[config.mk]
export PLATFORM = sky130hd
export DESIGN_NAME = modmul_pipe_2579
export DESIGN_NICKNAME = d
export VERILOG_FILES = /design/src/rtl/modmul_pipe_2579.sv
export SDC_FILE = /design/constraint.sdc
export NUM_CORES = 1
export LEC_CHECK = 0
export ABC_AREA = 1
export CORE_MARGIN = 3
export CORE_UTILIZATION = 40
export CTS_CLUSTER_SIZE = 20
export DETAILED_ROUTE_END_ITERATION = 10
export PLACE_DENSITY_LB_ADDON = 0.25
export RECOVER_POWER = 25
export SYNTH_ARGS = -nofsm -noshare
export SYNTH_HDL_FRONTEND = slang
export SYNTH_SLANG_ARGS = --single-unit
[constraint.sdc]
create_clock -name clk -period 9.1 [get_ports clk]
set_input_delay 1.365 -clock clk [delete_from_list [all_inputs] [get_ports clk]]
set_output_delay 1.365 -clock clk [all_outputs]
set_load 0.03 [all_outputs]
[src/rtl/modmul_pipe_2579.sv]
// modmul_pipe_2579: three-stage Barrett pipeline computing (a*b) mod Q with valid/ready on both sides
module modmul_pipe_2579 #(
    parameter int Q     = 2579,
    parameter int MU    = 6505,
    parameter int K     = 12,
    parameter int W     = 12,
    parameter int PW    = 23,
    parameter int TAG_W = 4
) (
    input  logic             clk,
    input  logic             rst,
    input  logic             in_valid_i,
    output logic             in_ready_o,
    input  logic [W-1:0]     in_a_i,
    input  logic [W-1:0]     in_b_i,
    input  logic [TAG_W-1:0] in_tag_i,
    output logic             out_valid_o,
    input  logic             out_ready_i,
    output logic [W-1:0]     out_r_o,
    output logic [TAG_W-1:0] out_tag_o,
    output logic             out_oor_o
);

    logic             en;
    logic             v1_q, v2_q;
    logic             oor1_q, oor2_q;
    logic [TAG_W-1:0] tag1_q, tag2_q;
    logic [PW-1:0]    p1_q, p2_q, m2_q;
    logic [PW-1:0]    p1_d, m2_d;
    logic             oor1_d;
    logic [W-1:0]     t;
    logic [13:0]      r0;
    logic [W-1:0]     out_r_d;

    // The whole pipe moves together; it only freezes when a finished result is not taken.
    assign en         = !out_valid_o || out_ready_i;
    assign in_ready_o = en && !rst;

    // Stage arithmetic: product, Barrett quotient estimate, then final remainder correction.
    always_comb begin
        p1_d    = PW'({{W{1'b0}}, in_a_i} * {{W{1'b0}}, in_b_i});
        oor1_d  = (in_a_i >= W'(Q)) || (in_b_i >= W'(Q));
        t       = W'((24'(p1_q[PW-1:K]) * 24'(MU)) >> K);
        m2_d    = PW'(t) * PW'(Q);
        r0      = 14'(p2_q - m2_q);
        out_r_d = W'(r0 >= 14'(3 * Q) ? r0 - 14'(3 * Q) :
                      r0 >= 14'(2 * Q) ? r0 - 14'(2 * Q) :
                      r0 >= 14'(Q)     ? r0 - 14'(Q)     : r0);
    end

    // Pipeline registers; bubbles travel as valid=0 and reset drops everything in flight.
    always_ff @(posedge clk or posedge rst) begin
        if (rst) begin
            v1_q        <= 1'b0;
            v2_q        <= 1'b0;
            oor1_q      <= 1'b0;
            oor2_q      <= 1'b0;
            tag1_q      <= '0;
            tag2_q      <= '0;
            p1_q        <= '0;
            p2_q        <= '0;
            m2_q        <= '0;
            out_valid_o <= 1'b0;
            out_r_o     <= '0;
            out_tag_o   <= '0;
            out_oor_o   <= 1'b0;
        end else if (en) begin
            v1_q        <= in_valid_i;
            oor1_q      <= oor1_d;
            tag1_q      <= in_tag_i;
            p1_q        <= p1_d;
            v2_q        <= v1_q;
            oor2_q      <= oor1_q;
            tag2_q      <= tag1_q;
            p2_q        <= p1_q;
            m2_q        <= m2_d;
            out_valid_o <= v2_q;
            out_r_o     <= out_r_d;
            out_tag_o   <= tag2_q;
            out_oor_o   <= oor2_q;
        end
    end

endmodule

; ---- Word level (Yosys, flattened, before mapping)
; Cells that the tools add are included.
[totals]
ff_bits = 81
inputBits = 32
output_inout_bits = 19
wordCells = 33
[classes]
addsub = 4
mul = 3
order_cmp = 5
mux = 3
n_reduce_logical = 5
[op_table]
columns = operator, count
row1 = 12-bit 2-to-1 mux, 3
row2 = "14-bit by 13-bit >= comparator with 1-bit output, second input constant", 2
row3 = "12-bit >= comparator, second input constant", 2
row4 = "11-bit by 13-bit multiplier with 24-bit output, second input constant", 1
row5 = "12-bit subtractor, second input constant", 2
row6 = 12-bit by 12-bit multiplier with 23-bit output, 1
row7 = "14-bit by 12-bit >= comparator with 1-bit output, second input constant", 1
row8 = "12-bit by 12-bit multiplier with 14-bit output, second input constant", 1
row9 = 14-bit subtractor, 1
row10 = "12-bit by 11-bit subtractor with 12-bit output, second input constant", 1
row11 = 1-bit logical NOT, 2
row12 = 1-bit logical OR, 2
row13 = 1-bit logical AND, 1

; ---- Depth between registers and ports, before layout
; Gate-level depths: netlist of the first run.
[depth]
word_depth = 5
depth_mapped = 42
ltp_nobuf = 42

; ---- Least setup slack after synthesis of the first run
; Ideal clock, no wire load.
[synth_timing]
path_kind = register -> register
from = register p1_q[21]
to = register m2_q[13]
setup_ps = 118
arrival_time_ps = 7299
t_required_ps = 8982
slack_ps = 1683
stages_incl_launch_ff = 37
path_buffers = 0
synth_period_minus_slack_ps = 7417
path_cell_list = dfrtp_1 ha_1 inv_1 fa_1 inv_1 fa_1 fa_1 inv_1 fa_1 inv_1 ha_1 a21oi_1 o21ai_0 a21oi_1 nand2_1 a31o_2 a21oi_1 xor2_1 ha_1 ha_1 fa_1 inv_1 fa_1 inv_1 ha_1 inv_1 nor3_1 nand3_1 o2111ai_1 xnor2_1 nand3_1 nand2_1 nand2_1 nand2_1 nand2_1 nand3_1 nand2_1
[synth_between]
elab_chain_len = 2
[synth_rtl]
columns = item, line
row1 = start: declaration, 28  ; logic [PW-1:0] p1_q, p2_q, m2_q;
row2 = start signal: assignment, 71  ; p1_q <= p1_d;
row3 = 11-bit by 13-bit multiplier with 24-bit output, 43  ; t = W'((24'(p1_q[PW-1:K]) * 24'(MU)) >> K);
row4 = 12-bit by 12-bit multiplier with 14-bit output, 44  ; m2_d = PW'(t) * PW'(Q);
row5 = end signal: assignment, 76  ; m2_q <= m2_d;
row6 = end: declaration, 28
; Every way passes these cells.
; A chain may end at the register's enable or synchronous reset.

; ---- Worst setup path after layout of the first run
; Same ends and word-level chain as after synthesis.

==> results of run 1 <==
## final cells by class
class	count	area, sq um	share of cell area [%]
sequential	81	2030	13.9
multi-input combinational	1266	9670	66.4
inverter	396	1490	10.2
timing repair buffer	54	523	3.59
clock inverter	7	77.6	0.533
tap	442	553	3.80
clock buffer	9	225	1.55
## through the flow
| stage | utilization (%) | setup slack (ns) | std cells |
|---|---|---|---|
| finish | 44.4 | 1.22 | 2255 |
| global route | 44.4 | 0.640 | 2255 |
| CTS | 44.5 | 1.23 | 2255 |
| detailed placement | 43.5 | 1.23 | 2239 |
| global placement | 43.5 | 1.36 | 2239 |
| floorplan | - | 1.68 | 1793 |
## cell families after synthesis
family,count (synthesis)
flops,81
compound gates,170
xor+xnor,47
buf+inv,446
fa+ha+maj,342
simple gates,707
## cell usage after synthesis (2+ instances only)
cell and count:
o21ai_0 76, a31oi_1 3, inv_2 8, buf_6 3, buf_4 4, clkbuf_1 40, nand4_1 13, nor3_1 8
a21oi_2 5, o21ai_1 2, nand3b_1 2, inv_1 388, nand3_1 73, a21o_1 5, ha_1 197, nor2_2 2
a21oi_1 64, nand2_1 525, nand2_2 15, xor2_1 35, or2_2 11, nand2_4 5, o22ai_1 2, nor2_1 46
a21boi_0 3, xnor2_1 12, o221ai_1 2, fa_1 145, dfrtp_1 81
## critical path: cells and delay by family, from the launching register on
| family | cells | cell delay, ns |
|---|---|---|
| buffers and inverters | 7 | 0.35 |
| DFF | 1 | 0.46 |
| AOI/OAI and AO/OA | 6 | 0.93 |
| and+or+nand+nor | 10 | 0.93 |
| adders and majority gates | 11 | 4.69 |
| xor gates and xnor gates | 2 | 0.40 |
## state kept, by name, indices dropped and copies added (netlist names), 4 cells and up
register / cells
tag1_q: 4
tag2_q: 4
p1_q: 23
out_tag_o: 4
out_r_o: 12
m2_q: 14
p2_q: 14
## final timing paths
kind | to | slack [ns] | from | depth (start not counted)
worst max-delay path | m2_q[13] | 1.22 | p1_q[21] | 36
worst min-delay path | out_valid_o | 0.47 | v2_q | 1
worst max register to register | m2_q[13] | 1.22 | p1_q[21] | 36
worst min register to register | out_valid_o | 0.47 | v2_q | 1
max in group asynchronous | p1_q[0] | 3.46 | rst | 3
min in group asynchronous | out_valid_o | 1.57 | rst | 2
## per-layer routing
| metal | part of all wire (%) | vias to the layer above | track usage [%] |
|---|---|---|---|
| met5 | 0 | - | 0 |
| met4 | 1.2 | 0 | 3.52 |
| met3 | 3.1 | 27 | 1.48 |
| met2 | 49 | 164 | 31.3 |
| met1 | 47 | 5189 | 23.5 |
| li1 | - | 5509 | - |
==> flow_metrics.env, run 1 <==
export IMPL_grt_overflow_total=0
export IMPL_root_buffer="clkbuf_16"
export IMPL_crit_top_cell="inv_1"
export IMPL_fp_dieW_um=189
export IMPL_syn_inst=1793
export IMPL_synth_seq_area_share_pct=15.1
export IMPL_synth_area_mux_share_pct=0
export IMPL_grt_pass1_wl_mm=52.4
export IMPL_num_vias=10900
export IMPL_cts_tree="yes"
export IMPL_syn_avg_cell_area_sq_um=7.49
export IMPL_synth_top_cell_area_share_pct=21.6
export IMPL_drv_slew=144
export IMPL_layout_nets=2182
export IMPL_startpoint_type="flip-flop"
export IMPL_die_h_um=189
export IMPL_slowest_stage="fa_1"
export IMPL_nFillCells=3306
export IMPL_synthXorXnorAreaFrac_pct=3.07
export IMPL_core_area_sq_um=32800
export IMPL_relSlewSlack_pct=-157
export IMPL_synth_edf_count=0
export IMPL_grt_max_degree=76
export IMPL_synth_fp_nets=2167
export IMPL_max_stage_delay_ns=0.54
export IMPL_vias_per_cell=4.83
export IMPL_routed_wl_mm=30.1
export IMPL_drc=0
export IMPL_cts_hold_buf=0
export IMPL_synthAdderAreaFrac_pct=40.0
export IMPL_grt_total_usage_pct=17.6
export IMPL_final_common_cell="nand2_1"
export IMPL_first_pass_iters=5
export IMPL_clockBufferDepth=2
export IMPL_netlist_area_sq_um=13400
export IMPL_end_kind="flip-flop"
export IMPL_io_buffers=50
export IMPL_num_rows=66
export IMPL_setup_violations=0
export IMPL_numCtsBuffers=9
export IMPL_worst_ep_arrival_time_ns=8.11
export IMPL_critPathMaxFanout=6
export IMPL_violations="capacitance limit, slew limit"
export IMPL_place_area_sq_um=14300
export IMPL_ant_nets=0
export IMPL_antenna_found_initial=0
export IMPL_wl_per_cell_um=13.3
export IMPL_synth_seq_cells=81
export IMPL_synth_simple_gate_area_share_pct=22.0
export IMPL_dieArea_sq_um=35800
export IMPL_cts_num_sinks=81
export IMPL_post_cts_buffers=0
export IMPL_grt_setup_unrepaired="false"
export IMPL_timing_hold_ws_ns=0.467
export IMPL_final_cell_mix="nand2_1, inv_1, ha_1"
export IMPL_ys_top_cells_by_area="fa_1, ha_1, dfrtp_1"
export IMPL_drt_iter0_drc=596
export IMPL_yosys_warnings=0
export IMPL_antenna_cells=0
export IMPL_maxCapViolCount=2
export IMPL_fin_area_sq_um=14600
export IMPL_worstMarginPinSlew_ns=3.86
export IMPL_start_util_pct=40.9
export IMPL_fin_setup_tns_ns=0
export IMPL_status="finished with violations"
export IMPL_synth_top_flop_cell="dfrtp_1"
export IMPL_worstSetupPathType="flip-flop to flip-flop"
export IMPL_fin_skew_ns=0.0174
export IMPL_gp_congestion=0.876
export IMPL_hold_viol_final=0
export IMPL_ys_types=47
export IMPL_drive_gt1_share_pct=3.97
export IMPL_async_reset_ff_share_pct=100
export IMPL_areaGrowthSynthToFinish_pct=8.51
export IMPL_synth_top_family_by_area="adder cells"
export IMPL_crit_required_ns=9.34
export IMPL_place_hpwl_mm=24.3
export IMPL_hold_class="flip-flop to flip-flop"
export IMPL_yosys_area_top_type="fa_1"
export IMPL_insertion_delay_ns=0.36
export IMPL_synth_compound_area_share_pct=6.97
export IMPL_h_tree_depth=3
export IMPL_ios=51
export IMPL_max_clock_freq_mhz=127
export IMPL_grt_pass1_vias=11100
export IMPL_cts_reportedPaths_clkPinSlew_ns=0.07
export IMPL_min_period_ns=7.88
export IMPL_post_route_period_util_pct=86.5
export IMPL_cts_resized=0
Power of run 1 is not shown: default switching activity piles up to over one toggle a cycle in this logic, so the estimate is an artifact.
==> run 2, diff against run 1 <==
--- a/config.mk
+++ b/config.mk
@@ -12,6 +12,7 @@
 export DETAILED_ROUTE_END_ITERATION = 10
 export PLACE_DENSITY_LB_ADDON = 0.25
 export RECOVER_POWER = 25
+export REMOVE_ABC_BUFFERS = 1
 export SYNTH_ARGS = -nofsm -noshare
 export SYNTH_HDL_FRONTEND = slang
 export SYNTH_SLANG_ARGS = --single-unit
==> run 2 against run 1 <==
- the flow still finishes with violations (capacitance limit, slew limit)
- sequential share of layout area is essentially flat
- highest routed layer unchanged
- final area is essentially flat
- wire length down 2.5%
- clock skew shrank 0.0060 ns
- critical endpoint unchanged
- core utilization is essentially flat
- via count decreased by 1.1%
- cell count unchanged
==> flow_metrics.env, run 2 (synthesis results as in run 1) <==
export IMPL_grt_overflow_total=0
export IMPL_setup_violations=0
export IMPL_num_vias=10800
export IMPL_drt_iter0_drc=505
export IMPL_place_area_sq_um=14300
export IMPL_first_pass_iters=4
export IMPL_core_area_sq_um=32800
export IMPL_areaGrowthSynthToFinish_pct=8.52
export IMPL_violations="capacitance limit, slew limit"
export IMPL_grt_pass1_wl_mm=51.5
export IMPL_status="finished with violations"
export IMPL_h_tree_depth=3
export IMPL_io_buffers=50
export IMPL_cts_tree="yes"
export IMPL_dp_cells=2239
export IMPL_clockBufferDepth=2
export IMPL_fin_area_sq_um=14600
export IMPL_nFillCells=3357
export IMPL_worst_ep_arrival_time_ns=8.12
export IMPL_largest_reg_flops=23
export IMPL_ant_nets=0
export IMPL_grt_pass1_vias=10900
export IMPL_final_cells=2255
export IMPL_fin_setup_tns_ns=0
export IMPL_antenna_cells=0
export IMPL_final_common_cell="nand2_1"
export IMPL_relSlewSlack_pct=-173
export IMPL_num_rows=66
export IMPL_root_buffer="clkbuf_16"
export IMPL_cts_hold_buf=0
export IMPL_min_period_ns=7.90
export IMPL_dieArea_sq_um=35800
export IMPL_worstMarginPinSlew_ns=4.09
export IMPL_cts_reportedPaths_clkPinSlew_ns=0.06
export IMPL_final_cell_mix="nand2_1, inv_1, ha_1"
export IMPL_hold_depth=2
export IMPL_hold_viol_final=0
export IMPL_post_route_period_util_pct=86.8
export IMPL_reg_top3="p1_q: 23 flops, m2_q: 14 flops, p2_q: 14 flops"
export IMPL_start_util_pct=40.9
export IMPL_place_hpwl_mm=23.9
export IMPL_routed_wl_mm=29.3
export IMPL_insertion_delay_ns=0.35
export IMPL_grt_total_usage_pct=17.2
export IMPL_layout_nets=2182
export IMPL_ios=51
export IMPL_startpoint_type="flip-flop"
export IMPL_setup_slack_ns=1.20
export IMPL_slowest_stage="fa_1"
export IMPL_crit_required_ns=9.33
export IMPL_max_stage_delay_ns=0.54
export IMPL_numCtsBuffers=9
export IMPL_post_cts_buffers=0
export IMPL_fin_skew_ns=0.0114
export IMPL_top_register="p1_q"
export IMPL_hold_class="flip-flop to flip-flop"
export IMPL_reg2reg_depth=36
export IMPL_worstSetupPathType="flip-flop to flip-flop"
export IMPL_cts_resized=0
export IMPL_antenna_found_initial=0
export IMPL_crit_top_cell="nand2_1"
export IMPL_fp_dieW_um=189
export IMPL_drive_gt1_share_pct=4.03
export IMPL_drc=0
export IMPL_wl_per_cell_um=13.0
export IMPL_die_h_um=189
export IMPL_max_clock_freq_mhz=127
export IMPL_gp_congestion=0.843
export IMPL_critPathMaxFanout=6
export IMPL_grt_setup_unrepaired="false"
export IMPL_end_kind="flip-flop"
export IMPL_vias_per_cell=4.77
export IMPL_cts_num_sinks=81
export IMPL_maxCapViolCount=2
export IMPL_grt_max_degree=77
export IMPL_drv_slew=153
export IMPL_place_ws_ns=1.21
[run 2: final timing paths]
kind                                start      endpoint  slack (ns)
worst max-delay path             p1_q[20]      m2_q[13]        1.20
worst min-delay path            tag2_q[1]  out_tag_o[1]        0.47
worst max register to register   p1_q[20]      m2_q[13]        1.20
worst min register to register  tag2_q[1]  out_tag_o[1]        0.47
max in group asynchronous             rst      p1_q[11]        3.47
min in group asynchronous             rst          v2_q        1.44
[run 2: final cells by class]
cell class | count | area (sq um) | area share, %
Clock inverter | 6 | 67.6 | 0.464
Sequential cell | 81 | 2030 | 13.9
Inverter | 396 | 1490 | 10.2
Clock buffer | 10 | 229 | 1.57
Tap cell | 442 | 553 | 3.80
Timing Repair Buffer | 54 | 523 | 3.59
Multi-Input combinational cell | 1266 | 9680 | 66.4
[run 2: critical path: cells and delay by family (launching register included)]
| kind | cells | cell delay (ns) |
|---|---|---|
| DFF | 1 | 0.46 |
| adders and majority gates | 12 | 4.87 |
| xor gates and xnor gates | 2 | 0.51 |
| AOI/OAI and AO/OA | 2 | 0.34 |
| buffers and inverters | 6 | 0.32 |
| and+or+nand+nor | 14 | 1.28 |
[run 2: metrics by stage]
stage	hold WS [ns]	util, %
2_1_floorplan	0.440	-
3_3_place_gp	0.447	43.5
3_5_place_dp	0.452	43.5
4_1_cts	0.466	44.5
5_1_grt	0.497	44.4
6_report	0.466	44.4
[run 2: routing by layer]
layer | share of wire [%] | wire (um) | GRT usage (%)
met1 | 48 | 14100 | 23.5
met2 | 48 | 14100 | 29.5
met3 | 2.6 | 763 | 1.91
met4 | 1.2 | 341 | 3.32
met5 | 0 | 0 | 0
Power of run 2 is left out for the same reason.
==> run 3, diff against run 2 <==
--- a/config.mk
+++ b/config.mk
@@ -10,6 +10,7 @@
 export CORE_UTILIZATION = 40
 export CTS_CLUSTER_SIZE = 20
 export DETAILED_ROUTE_END_ITERATION = 10
+export HOLD_SLACK_MARGIN = 0.12
 export PLACE_DENSITY_LB_ADDON = 0.25
 export RECOVER_POWER = 25
 export REMOVE_ABC_BUFFERS = 1
==> results of run 3 <==
Final layout, timing and power as in run 2 (identical DEF).
Power of run 3 is left out for the same reason.
